<file path="src/rtl/fm_row_packer.sv">
// Feature-map row packer: assembles a byte-serial pixel stream into packed rows,
// double-buffered, with row tags, end-of-frame marking and mid-frame SOF detection.
module fm_row_packer #(
  parameter int unsigned PIX_W   = 8,
  parameter int unsigned ROW_PIX = 26
) (
  input  logic                     i_clk,
  input  logic                     i_rst_n,
  input  logic                     i_en,
  input  logic [PIX_W-1:0]         i_pix_data,
  input  logic                     i_pix_valid,
  input  logic                     i_sof,
  output logic                     o_pix_ready,
  output logic [PIX_W*ROW_PIX-1:0] o_parallel_data,
  output logic                     o_fm_data_valid,
  output logic [4:0]               o_row_idx,
  output logic                     o_frame_end,
  output logic                     o_sof_err
);

  localparam int unsigned RowW = PIX_W * ROW_PIX;
  localparam int unsigned IdxW = $clog2(RowW);
  localparam logic [4:0]  LastIdx = 5'(ROW_PIX - 1);

  logic [RowW-1:0] buf_data_q [2];
  logic [4:0]      buf_tag_q  [2];
  logic [1:0]      full_q;
  logic            wr_sel_q;
  logic            rd_sel_q;
  logic [4:0]      col_q;
  logic [4:0]      wr_row_q;

  logic            accept;
  logic            sof_mid;
  logic            rd_fire;
  logic [4:0]      eff_col;
  logic [4:0]      eff_row;
  logic [IdxW-1:0] wr_lsb;

  always_comb begin
    o_pix_ready = i_rst_n & ~full_q[wr_sel_q];
    accept      = i_pix_valid & o_pix_ready;
    // SOF anywhere but row 0 / col 0 restarts the frame in the current buffer
    sof_mid     = i_sof & ((col_q != '0) | (wr_row_q != '0));
    eff_col     = sof_mid ? '0 : col_q;
    eff_row     = sof_mid ? '0 : wr_row_q;
    wr_lsb      = IdxW'((LastIdx - eff_col) * PIX_W);
    rd_fire     = i_en & full_q[rd_sel_q];
  end

  // Row payload needs no reset: a buffer is only read after all columns are written.
  always_ff @(posedge i_clk) begin
    if (accept) begin
      buf_data_q[wr_sel_q][wr_lsb +: PIX_W] <= i_pix_data;
    end
  end

  always_ff @(posedge i_clk) begin
    if (!i_rst_n) begin
      buf_tag_q[0]    <= '0;
      buf_tag_q[1]    <= '0;
      full_q          <= '0;
      wr_sel_q        <= 1'b0;
      rd_sel_q        <= 1'b0;
      col_q           <= '0;
      wr_row_q        <= '0;
      o_parallel_data <= '0;
      o_fm_data_valid <= 1'b0;
      o_row_idx       <= '0;
      o_frame_end     <= 1'b0;
      o_sof_err       <= 1'b0;
    end else begin
      o_fm_data_valid <= 1'b0;
      o_frame_end     <= 1'b0;

      if (accept) begin
        if (sof_mid) begin
          o_sof_err <= 1'b1;
        end
        if (eff_col == LastIdx) begin
          full_q[wr_sel_q]    <= 1'b1;
          buf_tag_q[wr_sel_q] <= eff_row;
          wr_sel_q            <= ~wr_sel_q;
          col_q               <= '0;
          wr_row_q            <= (eff_row == LastIdx) ? '0 : eff_row + 5'd1;
        end else begin
          col_q    <= eff_col + 5'd1;
          wr_row_q <= eff_row;
        end
      end

      // Read and write never target the same buffer: one needs it full, the other empty.
      if (rd_fire) begin
        o_parallel_data  <= buf_data_q[rd_sel_q];
        o_row_idx        <= buf_tag_q[rd_sel_q];
        o_fm_data_valid  <= 1'b1;
        o_frame_end      <= (buf_tag_q[rd_sel_q] == LastIdx);
        full_q[rd_sel_q] <= 1'b0;
        rd_sel_q         <= ~rd_sel_q;
      end
    end
  end

endmodule

</file>
<file path="config.mk">
export PLATFORM = sky130hd
export DESIGN_NAME = fm_row_packer
export DESIGN_NICKNAME = d
export VERILOG_FILES = /design/src/rtl/fm_row_packer.sv
export SDC_FILE = /design/constraint.sdc
export NUM_CORES = 1
export LEC_CHECK = 0
export ABC_CLOCK_PERIOD_IN_PS = 3800
export BUFFER_PORTS_ARGS = -buffer_cell sky130_fd_sc_hd__buf_2
export CORE_UTILIZATION = 45
export CTS_BUF_LIST = sky130_fd_sc_hd__clkbuf_4 sky130_fd_sc_hd__clkbuf_8
export CTS_CLUSTER_SIZE = 12
export DETAILED_ROUTE_END_ITERATION = 6
export SLEW_MARGIN = 40
export SYNTH_ARGS = -nofsm -noshare
export SYNTH_HDL_FRONTEND = slang
export SYNTH_SLANG_ARGS = --single-unit
</file>
<file path="constraint.sdc">
create_clock -name i_clk -period 3.8 [get_ports i_clk]
set_clock_uncertainty 0.15 [all_clocks]
set_input_delay 0.38 -clock i_clk [delete_from_list [all_inputs] [get_ports i_clk]]
set_output_delay 0.38 -clock i_clk [all_outputs]
set_load 0.01 [all_outputs]
</file>
== Word-level counts from Yosys, hierarchy flattened ==
Memory sizes are Yosys's and may differ from the RTL's. A register that Yosys moved wholly into a read port is not among the register bits.
Cells that the tools add are included.

* Add/sub/neg operators: 4
* Multiply operators: 0
* Div/mod/pow operators: 0
* $lt $le $gt $ge: 4
* Equality and inequality tests: 3
* Shifts and indexed selects: 2
* Multiplexer cells: 30
* Bitwise gates (word level): 11
* Reductions and logical operators: 9

{| class="wikitable"
|+ Operator list
! cell !! count
|-
| $mux 208 || 1
|-
| $shift 8x10->208 const A || 1
|-
| $shiftx 8x10->208 || 1
|-
| $mux 5 || 6
|-
| $mux 1 || 17
|-
| $eq 5x5->1 const B || 3
|-
| $add 5x1->5 const B || 2
|-
| $neg 8->10 || 1
|-
| $reduce_bool 5->1 || 2
|-
| $mux 2 || 4
|-
| $reduce_and 2->1 || 3
|-
| $reduce_or 5->1 || 1
|-
| $sub 5x5->5 const A || 1
|-
| $and 1x1->1 || 4
|-
| $lt 1x2->1 const B || 2
|-
| $not 1->1 || 3
|-
| $and 2x2->2 || 1
|-
| $demux 1 s1 || 2
|-
| $ge 1x1->1 const B || 2
|-
| $logic_and 1x1->1 || 2
|-
| $not 2->2 || 1
|-
| $or 2x2->2 || 1
|-
| $logic_not 1->1 || 1
|-
| $or 1x1->1 || 1
|}

* Bits in registers: 22
* Bits in latches: 0
* Bits in writable memories: 426
* Bits in read-only memories: 0
* Input port bits: 13
* Output and inout port bits: 217
* Word-level logic and storage cells: 74
* Memories kept: 2

{| class="wikitable"
|+ Memory list
! memory !! depth !! bits a word !! read ports !! clocked after memory_dff !! write ports !! RTL line !! RTL
|-
| buf_data_q || 2 || 208 || 1 || 1 || 1 || 25 || <nowiki>logic [RowW-1:0] buf_data_q [2];</nowiki>
|-
| buf_tag_q || 2 || 5 || 1 || 1 || 2 || 26 || <nowiki>logic [4:0] buf_tag_q [2];</nowiki>
|}

== Logic depth before layout (Yosys ltp) ==
* Depth after elaboration: 11
* Gate-level depth with buffers: 12
* Mapped depth without buffers: 9

== Least setup slack after synthesis ==
Ideal clock, no wire load.

* Kind: in2reg
* From: input i_sof
* To: memory buf_data_q[0][64] (netlist name) (enable)
* Library setup time: 383 ps
* Arrival time: 2,884 ps
* Data required time: 3,267 ps
* Path slack: 383 ps
* Stages: 12
* Path buffers: 4
* Cell sequence: buf_4 -> clkbuf_1 -> nor2b_1 -> inv_1 -> ha_1 -> clkbuf_1 -> a21bo_2 -> a21oi_2 -> xnor2_1 -> nand2_1 -> clkbuf_1 -> nor3_1

* Word-level cells in the longest chain between the ends: 6

{| class="wikitable"
|+ Ends and longest elaborated chain
! what !! RTL line !! RTL
|-
| start: declaration || 12 || <nowiki>input logic i_sof,</nowiki>
|-
| $and 1x1->1 || 44 || <nowiki>sof_mid = i_sof & ((col_q != '0) | (wr_row_q != '0));</nowiki>
|-
| $mux 5 || 45 || <nowiki>eff_col = sof_mid ? '0 : col_q;</nowiki>
|-
| $sub 5x5->5 || 47 || <nowiki>wr_lsb = IdxW'((LastIdx - eff_col) * PIX_W);</nowiki>
|-
| $neg 8->10 || 54 || <nowiki>buf_data_q[wr_sel_q][wr_lsb +: PIX_W] <= i_pix_data;</nowiki>
|-
| $shift 8x10->208 || 54 ||
|-
| $mux 208 (implied by the code) || 54 ||
|-
| end: declaration || 25 ||
|}

Every way passes these cells.

== Final worst setup path ==
* From: register col_q[2]
* To: memory buf_data_q[1][114] (netlist name) (enable)

* Word-level cells in the longest chain between the ends: 8

{| class="wikitable"
|+ Ends and longest elaborated chain
! what !! RTL line !! RTL
|-
| start: declaration || 30 || <nowiki>logic [4:0] col_q;</nowiki>
|-
| start signal: assignment || 87 || <nowiki>col_q <= eff_col + 5'd1;</nowiki>
|-
| $reduce_bool 5->1 || 44 ||
|-
| $or 1x1->1 || 44 ||
|-
| $and 1x1->1 || 44 ||
|-
| $mux 5 (*) || 45 ||
|-
| $sub 5x5->5 (*) || 47 ||
|-
| $neg 8->10 (*) || 54 ||
|-
| $shift 8x10->208 (*) || 54 ||
|-
| $mux 208 (implied by the code) (*) || 54 ||
|}

Every way passes the cells marked *; elsewhere a longest branch is shown, timed or not.

==> flow_summary.toml <==
[setup_path]
regToRegStartpoint = "col_q[2]"
critPathTopFamily = "compound AO/OA/AOI/OAI gates"
r2r-end = "buf_data_q[1][114]"
max_stage_delay_ns = 0.63
start_kind = "flip-flop"
path_class = "flip-flop to flip-flop"
rrSetupSlack_ns = 0.40
cp_slowest_cell = "a2111oi_1"
crit_buf_inv = 2
cp-endpoint = "buf_data_q[1][114]"
critPathMaxFanout = 16
required_ns = 3.97
reg2regPathDepth = 8
startpoint = "col_q[2]"
path_depth = 8
critical_path.cell_chain = "nor2b_1 -> inv_1 -> ha_1 -> xor2_2 -> a2111oi_1 -> a31oi_4 -> buf_16 -> nor2_1"
arrival_ns = 3.56
setup.worst_path.end_class = "flip-flop"

[timing]
max_freq_mhz = 294
setup_ws_ns = 0.403
min_period_over_period = 0.894
drv_slew = 0
tns_ns = 0
holdWs_ns = 0.0919
rsz0062_at_grt = "false"
setup_viol = 0
fin_crit_ns = 3.40
tightest_slew_ns = 0.801
finalHoldViolations = 0
slew_headroom = 0.464

[clock_tree]
cts_buffers = 104
post_cts_buffers = 0
tritoncts = "done"
clk_latency_ns = 0.71
clock-sinks = 657
clkTransAtPathRegs_ns = 0.06
htreeDepth = 3
root_buffer = "clkbuf_8"
cts_buffer_depth = 3
post_cts_resize_count = 0
cts_hold_buf = 3

[placed_design]
gp_congestion = 0.881
pre_cts_ws_ns = 0.325
placed_area_um2 = 27400
port-buffer-count = 229
hpwl_um = 44600

[floorplan]
ios = 230
die_y_um = 238
die_area_um2 = 56900
dieWidth_um = 238
row_count = 86
start_util = 0.456
core_um2 = 55200

[global_route]
grt_max_degree = 121
grt-ovfl-total = 0
grt_pass1_vias = 17000
track_usage = 0.242
grt_pass1_wl_um = 103000
antenna_found_initial = 1

[run_status]
status = "completed"

[power]
pwr_density_cell_nw_per_um2 = 479
power_w = 0.0143
power_frac_clock = 0.452
irDropWorstVdd_uv = 309
switching_power_w = 0.00298
switching_share = 0.209
p_seq_frac = 0.529
internal-power_w = 0.0113
leakagePower_nw = 10.4
p_comb_frac = 0.019

[drt]
routed_wl_um = 68400
postRouteAntennaNets = 0
vias_per_cell = 5.64
drc = 0
avgRoutedWirePerCell_um = 22.3
dr.pass1.iters = 5
vias = 17300
drt-initial-drc-count = 1263

[cells_and_area]
fillCellCount = 4715
multi_input_area_um2 = 7050
design_area_um2 = 29800
layout-drive-gt1-share = 0.235
area_growth_pct = 18.3
regArea_um2 = 17400
nNetsFinal = 2253

[logic_synthesis]
yosys_warnings = 0
avgSynthCellArea_um2 = 12.8
yosysUniqueCellTypes = 61
ys_seq_elements = 657
syn_inst = 1970
synthFlopType = "edfxtp_1"
ys_seq_area_frac = 0.692
syn-num-nets = 1993
async_flop_share = 0
synth_edf_count = 426
syn-cell-area_um2 = 25200

[worst_hold_path]
worstHoldPathType = "input port to flip-flop"

[job]
max-cap-violations = 0
==> metrics by stage <==
step,util,std cells
after detailed placement,0.497,2868
after global placement,0.495,2866
after global routing,0.539,3067
after floorplan,-,1970
after CTS,0.539,3065
final,0.539,3067
==> cells by family (layout without fill, tap and decap cells) <==
logic type | count (synthesis) | after routing | synth area share
xor+xnor | 11 | 11 | 0.00472
mux | 6 | 6 | 0.00239
simple gates | 848 | 848 | 0.179
flops | 657 | 657 | 0.692
fa+ha+maj | 10 | 10 | 0.00497
other cells | 0 | 1 | 0
buf+inv | 178 | 526 | 0.0303
compound gates | 260 | 260 | 0.0869
==> synthesized netlist by cell type (5+ instances only) <==
cell	number	area, µm²
a31oi_1	5	31.3
a21oi_1	15	75.1
nor2_1	374	1400
and2_1	41	257
nand3_1	9	45.0
nor4_1	5	31.3
ha_1	10	125
clkbuf_1	120	450
nor3_2	15	150
mux2i_1	6	60.1
a221oi_1	208	1820
and3_1	40	250
nor3_1	50	250
nand2_1	66	248
nor3b_1	217	1630
buf_4	7	52.6
dfxtp_1	231	4620
xnor2_1	5	43.8
buf_2	30	150
o21ai_0	8	40.0
nor2b_1	5	31.3
buf_1	6	22.5
inv_1	8	30.0
edfxtp_1	426	12800
==> flip-flops by register name (all words and copies together), names as in the netlist, named ones only <==
signal,flops
o_frame_end,1
full_q,2
wr_sel_q,1
o_sof_err,1
col_q,5
buf_tag_q,10
wr_row_q,5
o_fm_data_valid,1
rd_sel_q,1
o_parallel_data,208
o_row_idx,5
buf_data_q,416
==> placed cells by master (no fill, tap or decap), types with 4 or more instances in the layout <==
master	synthesis	final
or3_1	4	4
nand3_1	9	9
clkinvlp_4	0	4
nor4_1	5	5
clkinv_1	0	7
buf_2	30	229
dfxtp_1	231	230
inv_1	8	7
buf_12	0	10
bufinv_16	0	6
mux2i_1	6	6
and2_1	41	41
nor2_1	374	374
nor2b_1	5	5
nor3_2	15	19
and3_1	40	39
nand2_1	66	66
xnor2_1	5	5
nor3b_1	217	217
a21oi_1	15	15
nor3_1	50	46
buf_4	7	77
a31oi_1	5	4
a221oi_1	208	208
clkbuf_8	0	120
clkbuf_4	0	41
nand4_1	4	4
ha_1	10	10
o21a_1	4	4
clkinv_2	0	15
edfxtp_1	426	426
o21ai_0	8	8
==> power by group through the flow <==
stage / logic (W) / registers, W / clock network (W)
after global routing: 0.000286 / 0.00754 / 0.00688
after global placement: 0.000263 / 0.00769 / 0
final: 0.000272 / 0.00754 / 0.00645
after floorplan: 0.000133 / 0.00769 / 0
after detailed placement: 0.000265 / 0.00769 / 0
after CTS: 0.000269 / 0.00754 / 0.00656
==> final cells by class <==
cell class,instances,share of cell area
Timing Repair Buffer,322,0.0684
Tap cell,748,0.0314
Clock inverter,33,0.0108
Inverter,10,0.00143
Sequential cell,657,0.585
Clock buffer,161,0.0658
Multi-Input combinational cell,1135,0.237
Antenna cell,1,0.0000841
==> tightest hold or removal path, delay by kind of cell <==
kind	cells	cell delay (ns)
AO/OA/AOI/OAI	1	0.05
buffers and inverters	1	0.12
AND/OR/NAND/NOR	2	0.31
==> worst min-delay path by stage <==
| stage | startpoint | to | slack [ns] | depth (start not counted) |
|---|---|---|---|---|
| finish | i_pix_valid | col_q[0] | 0.09 | 4 |
| global route | i_pix_valid | col_q[0] | 0.11 | 4 |
| floorplan | buf_data_q[1][0] | o_parallel_data[0] | 0.32 | 2 |
| global placement | o_sof_err | o_sof_err | 0.32 | 2 |
| CTS | i_pix_valid | col_q[0] | 0.03 | 4 |
| detailed placement | o_row_idx[2] | o_row_idx[2] | 0.33 | 2 |
==> metal layers <==
metal / vias up / routed length, µm / global-route usage
met5: - / 0 / 0
met2: 613 / 33400 / 0.399
li1: 7902 / - / -
met4: 0 / 1820 / 0.0909
met1: 8648 / 28900 / 0.321
met3: 121 / 4150 / 0.0405
No activity file was read; power rests on OpenSTA's default activity.
